===== src/rtl/axi_rd_responder.sv =====
// axi_rd_responder: AXI4 slave read-channel responder.
// Accepts AR requests and returns R bursts. Each returned byte is derived from
// its byte address: (addr & 8'hFF) ^ PATTERN_SEED. Beats outside MEM_BYTES and
// illegal request shapes are answered with SLVERR and zero data.
// Optional build macro AXI_RD_AR_PIPE_EN: one-entry AR holding register so a
// queued request starts right after the current burst's last beat.
module axi_rd_responder #(
  parameter int         C_AXI_ID_WIDTH   = 5,
  parameter int         C_AXI_ADDR_WIDTH = 32,
  parameter int         C_AXI_DATA_WIDTH = 8,
  parameter int         C_AXI_LEN_WIDTH  = 8,
  parameter int         MEM_BYTES        = 4096,
  parameter logic [7:0] PATTERN_SEED     = 8'hA5
) (
  input  logic                        S_AXI_ACLK,
  input  logic                        S_AXI_ARESETN,
  input  logic [C_AXI_ID_WIDTH-1:0]   S_AXI_ARID,
  input  logic [C_AXI_ADDR_WIDTH-1:0] S_AXI_ARADDR,
  input  logic [C_AXI_LEN_WIDTH-1:0]  S_AXI_ARLEN,
  input  logic [2:0]                  S_AXI_ARSIZE,
  input  logic [1:0]                  S_AXI_ARBURST,
  input  logic                        S_AXI_ARVALID,
  output logic                        S_AXI_ARREADY,
  output logic [C_AXI_ID_WIDTH-1:0]   S_AXI_RID,
  output logic [C_AXI_DATA_WIDTH-1:0] S_AXI_RDATA,
  output logic [1:0]                  S_AXI_RRESP,
  output logic                        S_AXI_RLAST,
  output logic                        S_AXI_RVALID,
  input  logic                        S_AXI_RREADY
);
  localparam int BUS_BYTES = C_AXI_DATA_WIDTH / 8;
  localparam int BUS_LOG2  = $clog2(BUS_BYTES);
  localparam int AW = C_AXI_ADDR_WIDTH;
  localparam int LW = C_AXI_LEN_WIDTH;
  localparam int IW = C_AXI_ID_WIDTH;

  localparam logic [0:0] ST_IDLE  = 1'b0;
  localparam logic [0:0] ST_BURST = 1'b1;

  logic [0:0]    state, state_nxt;
  logic          arready, arready_nxt;
  logic [IW-1:0] id_q;
  logic [AW-1:0] addr_q;
  logic [LW-1:0] len_q, cnt_q;
  logic [2:0]    size_q;
  logic [1:0]    burst_q;

  logic          load;
  logic [IW-1:0] src_id;
  logic [AW-1:0] src_addr;
  logic [LW-1:0] src_len;
  logic [2:0]    src_size;
  logic [1:0]    src_burst;

  logic          ar_hs, r_hs, last, last_hs;
  logic          size_bad, wrap_ok, err_all, out_range, slverr;
  logic [2:0]    eff_size;
  logic [AW-1:0] step, wrap_mask, beat_addr, next_addr, lane_addr;
  logic [C_AXI_DATA_WIDTH-1:0] rdata_c;

  assign ar_hs   = S_AXI_ARVALID && arready;
  assign r_hs    = (state == ST_BURST) && S_AXI_RREADY;
  assign last    = (cnt_q == len_q);
  assign last_hs = r_hs && last;

  // Decode the latched request: beat size, error class and next beat address
  always_comb begin
    size_bad  = (size_q > 3'(BUS_LOG2));
    eff_size  = size_bad ? 3'(BUS_LOG2) : size_q;
    step      = AW'(1) << eff_size;
    wrap_ok   = (len_q == LW'(1)) || (len_q == LW'(3)) ||
                (len_q == LW'(7)) || (len_q == LW'(15));
    wrap_mask = ((AW'(len_q) + AW'(1)) << eff_size) - AW'(1);
    beat_addr = addr_q & ~(step - AW'(1));
    err_all   = size_bad || (burst_q == 2'b11) || ((burst_q == 2'b10) && !wrap_ok);
    out_range = (beat_addr >= AW'(MEM_BYTES));
    slverr    = err_all || out_range;
    case (burst_q)
      2'b01:   next_addr = addr_q + step;
      2'b10:   next_addr = wrap_ok ? ((addr_q & ~wrap_mask) | ((addr_q + step) & wrap_mask))
                                   : (addr_q + step);
      default: next_addr = addr_q;
    endcase
  end

  // Fill the byte lanes covered by the current beat from their byte addresses
  always_comb begin
    rdata_c   = '0;
    lane_addr = '0;
    for (int k = 0; k < BUS_BYTES; k++) begin
      lane_addr = (beat_addr & ~AW'(BUS_BYTES - 1)) + AW'(k);
      if ((lane_addr & ~(step - AW'(1))) == beat_addr)
        rdata_c[8*k +: 8] = lane_addr[7:0] ^ PATTERN_SEED;
    end
    if ((state != ST_BURST) || slverr) rdata_c = '0;
  end

`ifdef AXI_RD_AR_PIPE_EN
  logic          hold_vld, hold_vld_nxt, from_hold, capture;
  logic [IW-1:0] hold_id;
  logic [AW-1:0] hold_addr;
  logic [LW-1:0] hold_len;
  logic [2:0]    hold_size;
  logic [1:0]    hold_burst;

  // Choose between a direct AR load, a held-request load, or parking the AR
  always_comb begin
    from_hold    = last_hs && hold_vld;
    load         = from_hold || (ar_hs && ((state == ST_IDLE) || (last_hs && !hold_vld)));
    capture      = ar_hs && (state == ST_BURST) && !last_hs;
    hold_vld_nxt = capture ? 1'b1 : (from_hold ? 1'b0 : hold_vld);
    src_id       = from_hold ? hold_id    : S_AXI_ARID;
    src_addr     = from_hold ? hold_addr  : S_AXI_ARADDR;
    src_len      = from_hold ? hold_len   : S_AXI_ARLEN;
    src_size     = from_hold ? hold_size  : S_AXI_ARSIZE;
    src_burst    = from_hold ? hold_burst : S_AXI_ARBURST;
    state_nxt    = state;
    if (load)         state_nxt = ST_BURST;
    else if (last_hs) state_nxt = ST_IDLE;
    arready_nxt  = (state_nxt == ST_IDLE) || !hold_vld_nxt;
  end

  // One-entry holding register for an AR accepted during a burst
  always_ff @(posedge S_AXI_ACLK or negedge S_AXI_ARESETN) begin
    if (!S_AXI_ARESETN) begin
      hold_vld   <= 1'b0;
      hold_id    <= '0;
      hold_addr  <= '0;
      hold_len   <= '0;
      hold_size  <= '0;
      hold_burst <= '0;
    end else begin
      hold_vld <= hold_vld_nxt;
      if (capture) begin
        hold_id    <= S_AXI_ARID;
        hold_addr  <= S_AXI_ARADDR;
        hold_len   <= S_AXI_ARLEN;
        hold_size  <= S_AXI_ARSIZE;
        hold_burst <= S_AXI_ARBURST;
      end
    end
  end
`else
  // Accept only in IDLE; return to IDLE after the last beat
  always_comb begin
    load      = ar_hs;
    src_id    = S_AXI_ARID;
    src_addr  = S_AXI_ARADDR;
    src_len   = S_AXI_ARLEN;
    src_size  = S_AXI_ARSIZE;
    src_burst = S_AXI_ARBURST;
    state_nxt = state;
    if (load)         state_nxt = ST_BURST;
    else if (last_hs) state_nxt = ST_IDLE;
    arready_nxt = (state_nxt == ST_IDLE);
  end
`endif

  // Control state and latched burst context
  always_ff @(posedge S_AXI_ACLK or negedge S_AXI_ARESETN) begin
    if (!S_AXI_ARESETN) begin
      state   <= ST_IDLE;
      arready <= 1'b0;
      id_q    <= '0;
      addr_q  <= '0;
      len_q   <= '0;
      cnt_q   <= '0;
      size_q  <= '0;
      burst_q <= '0;
    end else begin
      state   <= state_nxt;
      arready <= arready_nxt;
      if (load) begin
        id_q    <= src_id;
        addr_q  <= src_addr;
        len_q   <= src_len;
        size_q  <= src_size;
        burst_q <= src_burst;
        cnt_q   <= '0;
      end else if (r_hs && !last) begin
        cnt_q  <= cnt_q + LW'(1);
        addr_q <= next_addr;
      end
    end
  end

  assign S_AXI_ARREADY = arready;
  assign S_AXI_RVALID  = (state == ST_BURST);
  assign S_AXI_RID     = id_q;
  assign S_AXI_RDATA   = rdata_c;
  assign S_AXI_RRESP   = (S_AXI_RVALID && slverr) ? 2'b10 : 2'b00;
  assign S_AXI_RLAST   = S_AXI_RVALID && last;

endmodule

===== config.mk =====
export PLATFORM = sky130hd
export DESIGN_NAME = axi_rd_responder
export DESIGN_NICKNAME = d
export VERILOG_FILES = /design/src/rtl/axi_rd_responder.sv
export SDC_FILE = /design/constraint.sdc
export NUM_CORES = 1
export LEC_CHECK = 0
export CORE_ASPECT_RATIO = 1.2
export CORE_MARGIN = 1.5
export CORE_UTILIZATION = 25
export CTS_CLUSTER_SIZE = 30
export DETAILED_ROUTE_END_ITERATION = 8
export GPL_TIMING_DRIVEN = 1
export PLACE_DENSITY_LB_ADDON = 0.12
export SETUP_SLACK_MARGIN = 0.05
export SLEW_MARGIN = 10
export SYNTH_ARGS = -nofsm -noshare
export SYNTH_HDL_FRONTEND = slang
export SYNTH_SLANG_ARGS = --single-unit

===== constraint.sdc =====
create_clock -name S_AXI_ACLK -period 4.3 [get_ports S_AXI_ACLK]
set_input_delay 0.43 -clock S_AXI_ACLK [delete_from_list [all_inputs] [get_ports S_AXI_ACLK]]
set_output_delay 0.43 -clock S_AXI_ACLK [all_outputs]
set_load 0.02 [all_outputs]

Word-level counts from Yosys, hierarchy flattened:

Cells that the tools add are included.

* register bits: 60
* bits in latches: 0
* bits in writable memories: 0
* memory bits (read-only): 0
* logic and storage cells: 67
* memories: 0

* add/subtract/negate cells: 5
* $mul: 0
* divide/modulo/power cells: 0
* $lt $le $gt $ge: 2
* equal/unequal tests: 9
* shift-type cells: 2
* multiplexer cells: 12
* bitwise operators: 10
* reduce and logical (&&, ||, !) cells: 19

Operators by type and width (number)
* 32-bit AND: 4
* 32-bit two-way mux: 3
* 32-bit NOT: 2
* 32-bit case mux with 2 select lines: 1
* 32-bit by 1-bit subtractor with 32-bit output (second input constant): 2
* 32-bit adder: 1
* 32-bit equality test: 1
* 32-bit by 13-bit greater-or-equal comparator with 1-bit output (second input constant): 1
* 8-bit two-way mux: 4
* 32-bit OR: 1
* 1-bit by 3-bit << shifter with 32-bit output (first input constant): 1
* 9-bit by 3-bit << shifter with 32-bit output: 1
* 8-bit by 1-bit adder with 9-bit output (second input constant): 1
* 8-bit by 1-bit adder with 8-bit output (second input constant): 1
* 8-bit by 1-bit equality test with 1-bit output (second input constant): 1
* 8-bit by 2-bit equality test with 1-bit output (second input constant): 1
* 8-bit by 3-bit equality test with 1-bit output (second input constant): 1
* 8-bit by 4-bit equality test with 1-bit output (second input constant): 1
* 8-bit equality test: 1
* 1-bit logical AND: 7
* 1-bit logical OR: 7
* 2-bit equality test (second input constant): 2
* 4-bit NOT: 1
* 3-bit by 1-bit > comparator with 1-bit output (second input constant): 1
* 9 further kinds: 12

Depth between registers and ports, before layout:

Gate-level depths: netlist of the first run.

* depth after elaboration: 11
* mapped depth: 10
* gate-level depth less buffers: 9

Worst setup path before layout of the first run:

No wires, ideal clock.

* path kind: register to output
* start point: reg len_q[4]
* end point: out S_AXI_RDATA[7]
* arrival: 2.079 ns
* path slack: 1.791 ns
* stages on the path, launching flop included: 7
* buffers on the path: 1
* path through: dfrtp_1 buf_2 nor4_1 o2111ai_1 a211oi_1 nand2_1 a21oi_1

* longest elaborated chain between the ends: 10
* elaborated cells between the ends (all ways): 13
* those cells by class: eq/ne: 4; mux: 1; reduce/logical: 8

Ends and longest elaborated chain
* start: declaration: line 44 `logic [LW-1:0] len_q, cnt_q;`
* start signal: assignment: line 176 `len_q <= src_len;`
* 8-bit by 1-bit equality test with 1-bit output / 8-bit by 2-bit equality test with 1-bit output (equally long branches): line 71 `wrap_ok = (len_q == LW'(1)) || (len_q == LW'(3)) ||`
* 1-bit logical OR (2 in a row): line 71
* 1-bit logical OR (*): line 72 `(len_q == LW'(7)) || (len_q == LW'(15));`
* 1-bit zero test (*): line 75 `err_all = size_bad || (burst_q == 2'b11) || ((burst_q == 2'b10) && !wrap_ok);`
* 1-bit logical AND (*): line 75
* 1-bit logical OR (*): line 75
* 1-bit logical OR (*): line 77 `slverr = err_all || out_range;`
* 1-bit logical OR (*): line 95 `if ((state != ST_BURST) || slverr) rdata_c = '0;`
* 8-bit two-way mux (*): line 95
* end: declaration: line 25 `output logic [C_AXI_DATA_WIDTH-1:0] S_AXI_RDATA,`

Every way passes the cells marked *; elsewhere a longest branch is shown, timed or not.

Worst setup path in the final report of the first run:

Same ends and word-level chain as after synthesis.

==> results of run 1 <==
[logic make-up after synthesis]
family	Yosys count	share of synthesized area [%]
adder cells (fa/ha/maj)	13	4.33
other	2	0.200
buffers and inverters	32	3.60
AND/OR/NAND/NOR	203	26.5
multiplexers	6	1.60
XOR/XNOR	45	10.5
flip-flops	60	40.0
AO/OA/AOI/OAI	78	13.4
[where the power goes]
group	internal (uW)	leakage, uW	total [uW]	switching [uW]
Combinational	559	0.00116	1220	660
Sequential	823	0.000735	1160	339
Clock	437	0.000140	687	250
[cell usage in the layout (no fill, tap or decap), types with 11 or more instances in the layout]
cell type and n:
a21oi_1 13, and3_1 11, clkdlybuf4s50_1 69, dfrtp_1 60
ha_1 13, nand2_1 90, nand3_1 12, nand4_1 17
nor2_1 28, nor4_1 18, o21ai_0 30, xnor2_1 20
xor2_1 25
[layer usage]
metal	wire length [microns]	share of wire [%]	global-route usage [%]	vias up
met3	410	3.9	3.34	19
met1	4830	46	18.0	1597
met5	0	0	0	-
met2	5220	49	25.2	77
met4	150	1.4	4.05	0
li1	-	-	-	1678
[layout make-up]
cell class	instances	area, sq um	share of cell area [%]
multi-input combinational	355	2150	43.5
sequential	60	1500	30.4
timing repair buffer	74	726	14.7
clock buffer	15	278	5.62
tap	200	250	5.06
inverter	8	30.0	0.608
clock inverter	1	5.00	0.101
[final timing paths]
kind | cells after the start | to | from | slack (ns)
worst max-delay path | 6 | S_AXI_RDATA[7] | len_q[4] | 0.57
worst min-delay path | 1 | S_AXI_RID[2] | S_AXI_ARESETN | 0.13
worst max register to register | 6 | register | len_q[4] | 1.48
worst min register to register | 2 | S_AXI_RID[2] | S_AXI_RID[2] | 0.47
max in group asynchronous | 2 | async pin | S_AXI_ARESETN | 3.25
min in group S_AXI_ACLK | 2 | S_AXI_RID[2] | S_AXI_RID[2] | 0.47
[metrics by stage]
stage               instance area [sq um]  setup WS, ns  std cells  power [uW]
global placement                     4660         0.880        697        2390
detailed placement                   4660         0.820        697        2390
finish                               4940         0.569        713        3070
floorplan                            3790          1.79        447        2000
global route                         4940         0.191        713        3340
CTS                                  4940         0.458        713        3110
==> metrics.md, run 1 <==
| Metric | Value |
|---|---|
| Relative slew slack | `13.6%` |
| EDFF count, synth | `0` |
| Max_cap viols | `0` |
| GRT overflow | `0` |
| RSZ-0062 raised after global routing | `no` |
| Final core occ | `34.0%` |
| Routed wire per std cell | `14.9 microns` |
| Hpwl dp | `7540 microns` |
| Number of vias per cell | `4.73` |
| Max incr delay on CP | `0.64 ns` |
| # IOs | `72` |
| Ys flop type | `dfrtp_1` |
| CP delay by family, top | `compound AO/OA/AOI/OAI gates` |
| Final wirelength | `10600 microns` |
| Cts hold-fix bufs | `0` |
| Final period util | `86.8%` |
| Synthesis-to-finish area growth | `31.5%` |
| Critical-path cell list | `nor4_1, o2111ai_1, a211oi_1, nand2_1, a21oi_1, clkdlybuf4s50_1` |
| Count of cell types in the netlist | `50` |
| H-tree depth | `3` |
| Required time of the critical path | `3.87 ns` |
| Buf/Inv on CP | `1` |
| Status | `completed` |
| Post CTS Setup Buffer Count | `0` |
| Post-synth top area share | `40.0%` |
| Final hold slack | `0.132 ns` |
| Fin. max-slew vios | `0` |
| I/O Buffers | `70` |
| Synth cell count leaders | `90 x nand2_1, 60 x dfrtp_1, 30 x o21ai_0` |
| CP arrival | `3.30 ns` |
| Number of global-route vias before repair | `3450` |
| First-pass GRT wire length | `17800 microns` |
| CTS Root Cell | `clkbuf_16` |
| CP max stage cell | `a211oi_1` |
| Clock slew at reported path FFs | `0.05 ns` |
| Yosys Warn Count | `0` |
| Fin. Hold Viols | `0` |
| Pleak | `0.00204 uW` |
| GP Congestion | `0.764` |
| CTS max path bufs | `2` |
| Diodes inserted | `0` |
| Syn avg cell area | `8.56 sq um` |
| Clock Skews | `0.00546 ns` |
| DRC violations left | `0` |
| WS Path Type | `register to output port` |
| DRT Pass-1 Iters | `4` |
| CP startpoint kind | `register` |
| Worst Hold Class | `input pin to async pin` |
| Nets | `575` |
| Antenna violations before repair | `0` |
| Core area | `14500 sq um` |
| Setup TNS | `0 ns` |
| Starting Density | `25.9%` |
| Initial DRC Count | `171` |
| Crit-path max FO | `7` |
| Slew @ Worst Pin | `1.29 ns` |
| Synth async-reset ratio | `100%` |
| Final ANT Viol Nets | `0` |
| Minimum clock period after layout | `3.73 ns` |
| Fillers | `1602` |
| Clk sinks | `60` |
| Die height | `137 microns` |
| Critical path endpoint category | `output port` |
| CTS tree | `yes` |
| Share of the yosys chip area belonging to registers | `40.0%` |
| Biggest area consumer among synthesized cells | `dfrtp_1` |
| Gr usage total | `14.5%` |
| Synth top area cells | `dfrtp_1 40%, nand2_1 9.0%, xor2_1 5.8%` |
| Fmax | `0.268 GHz` |
| Top-count cell post-synth | `nand2_1` |
| Die Wd | `115 microns` |
| Clock latency on the worst-skew pair | `0.33 ns` |
| Synthesized area | `3760 sq um` |
| Final setup violation count | `0` |
| Placement Rows | `48` |
| FF+latch count, synth | `60` |
| Die area | `15800 sq um` |
| Largest net degree at the start of global routing | `55` |
| Mapped Cells | `439` |
| Peak VDD IR | `0.000202 V` |
| Power density over the cells | `621 nW/um^2` |
| TritonCTS Buffers | `9` |
| Number of gates resized after cts | `0` |
| Layout cell share with drive strength beyond 1 | `5.46%` |
| Via count | `3371` |
Note: power is estimated with default switching activity, not from simulation.
==> inputs of run 2 (changes only) <==
--- a/config.mk
+++ b/config.mk
@@ -8,7 +8,7 @@
 export CORE_ASPECT_RATIO = 1.2
 export CORE_MARGIN = 1.5
 export CORE_UTILIZATION = 25
-export CTS_CLUSTER_SIZE = 30
+export CTS_CLUSTER_SIZE = 12
 export DETAILED_ROUTE_END_ITERATION = 8
 export GPL_TIMING_DRIVEN = 1
 export PLACE_DENSITY_LB_ADDON = 0.12
==> results of run 2 <==
The final DEF is identical to that of run 1; final timing and power are the same.
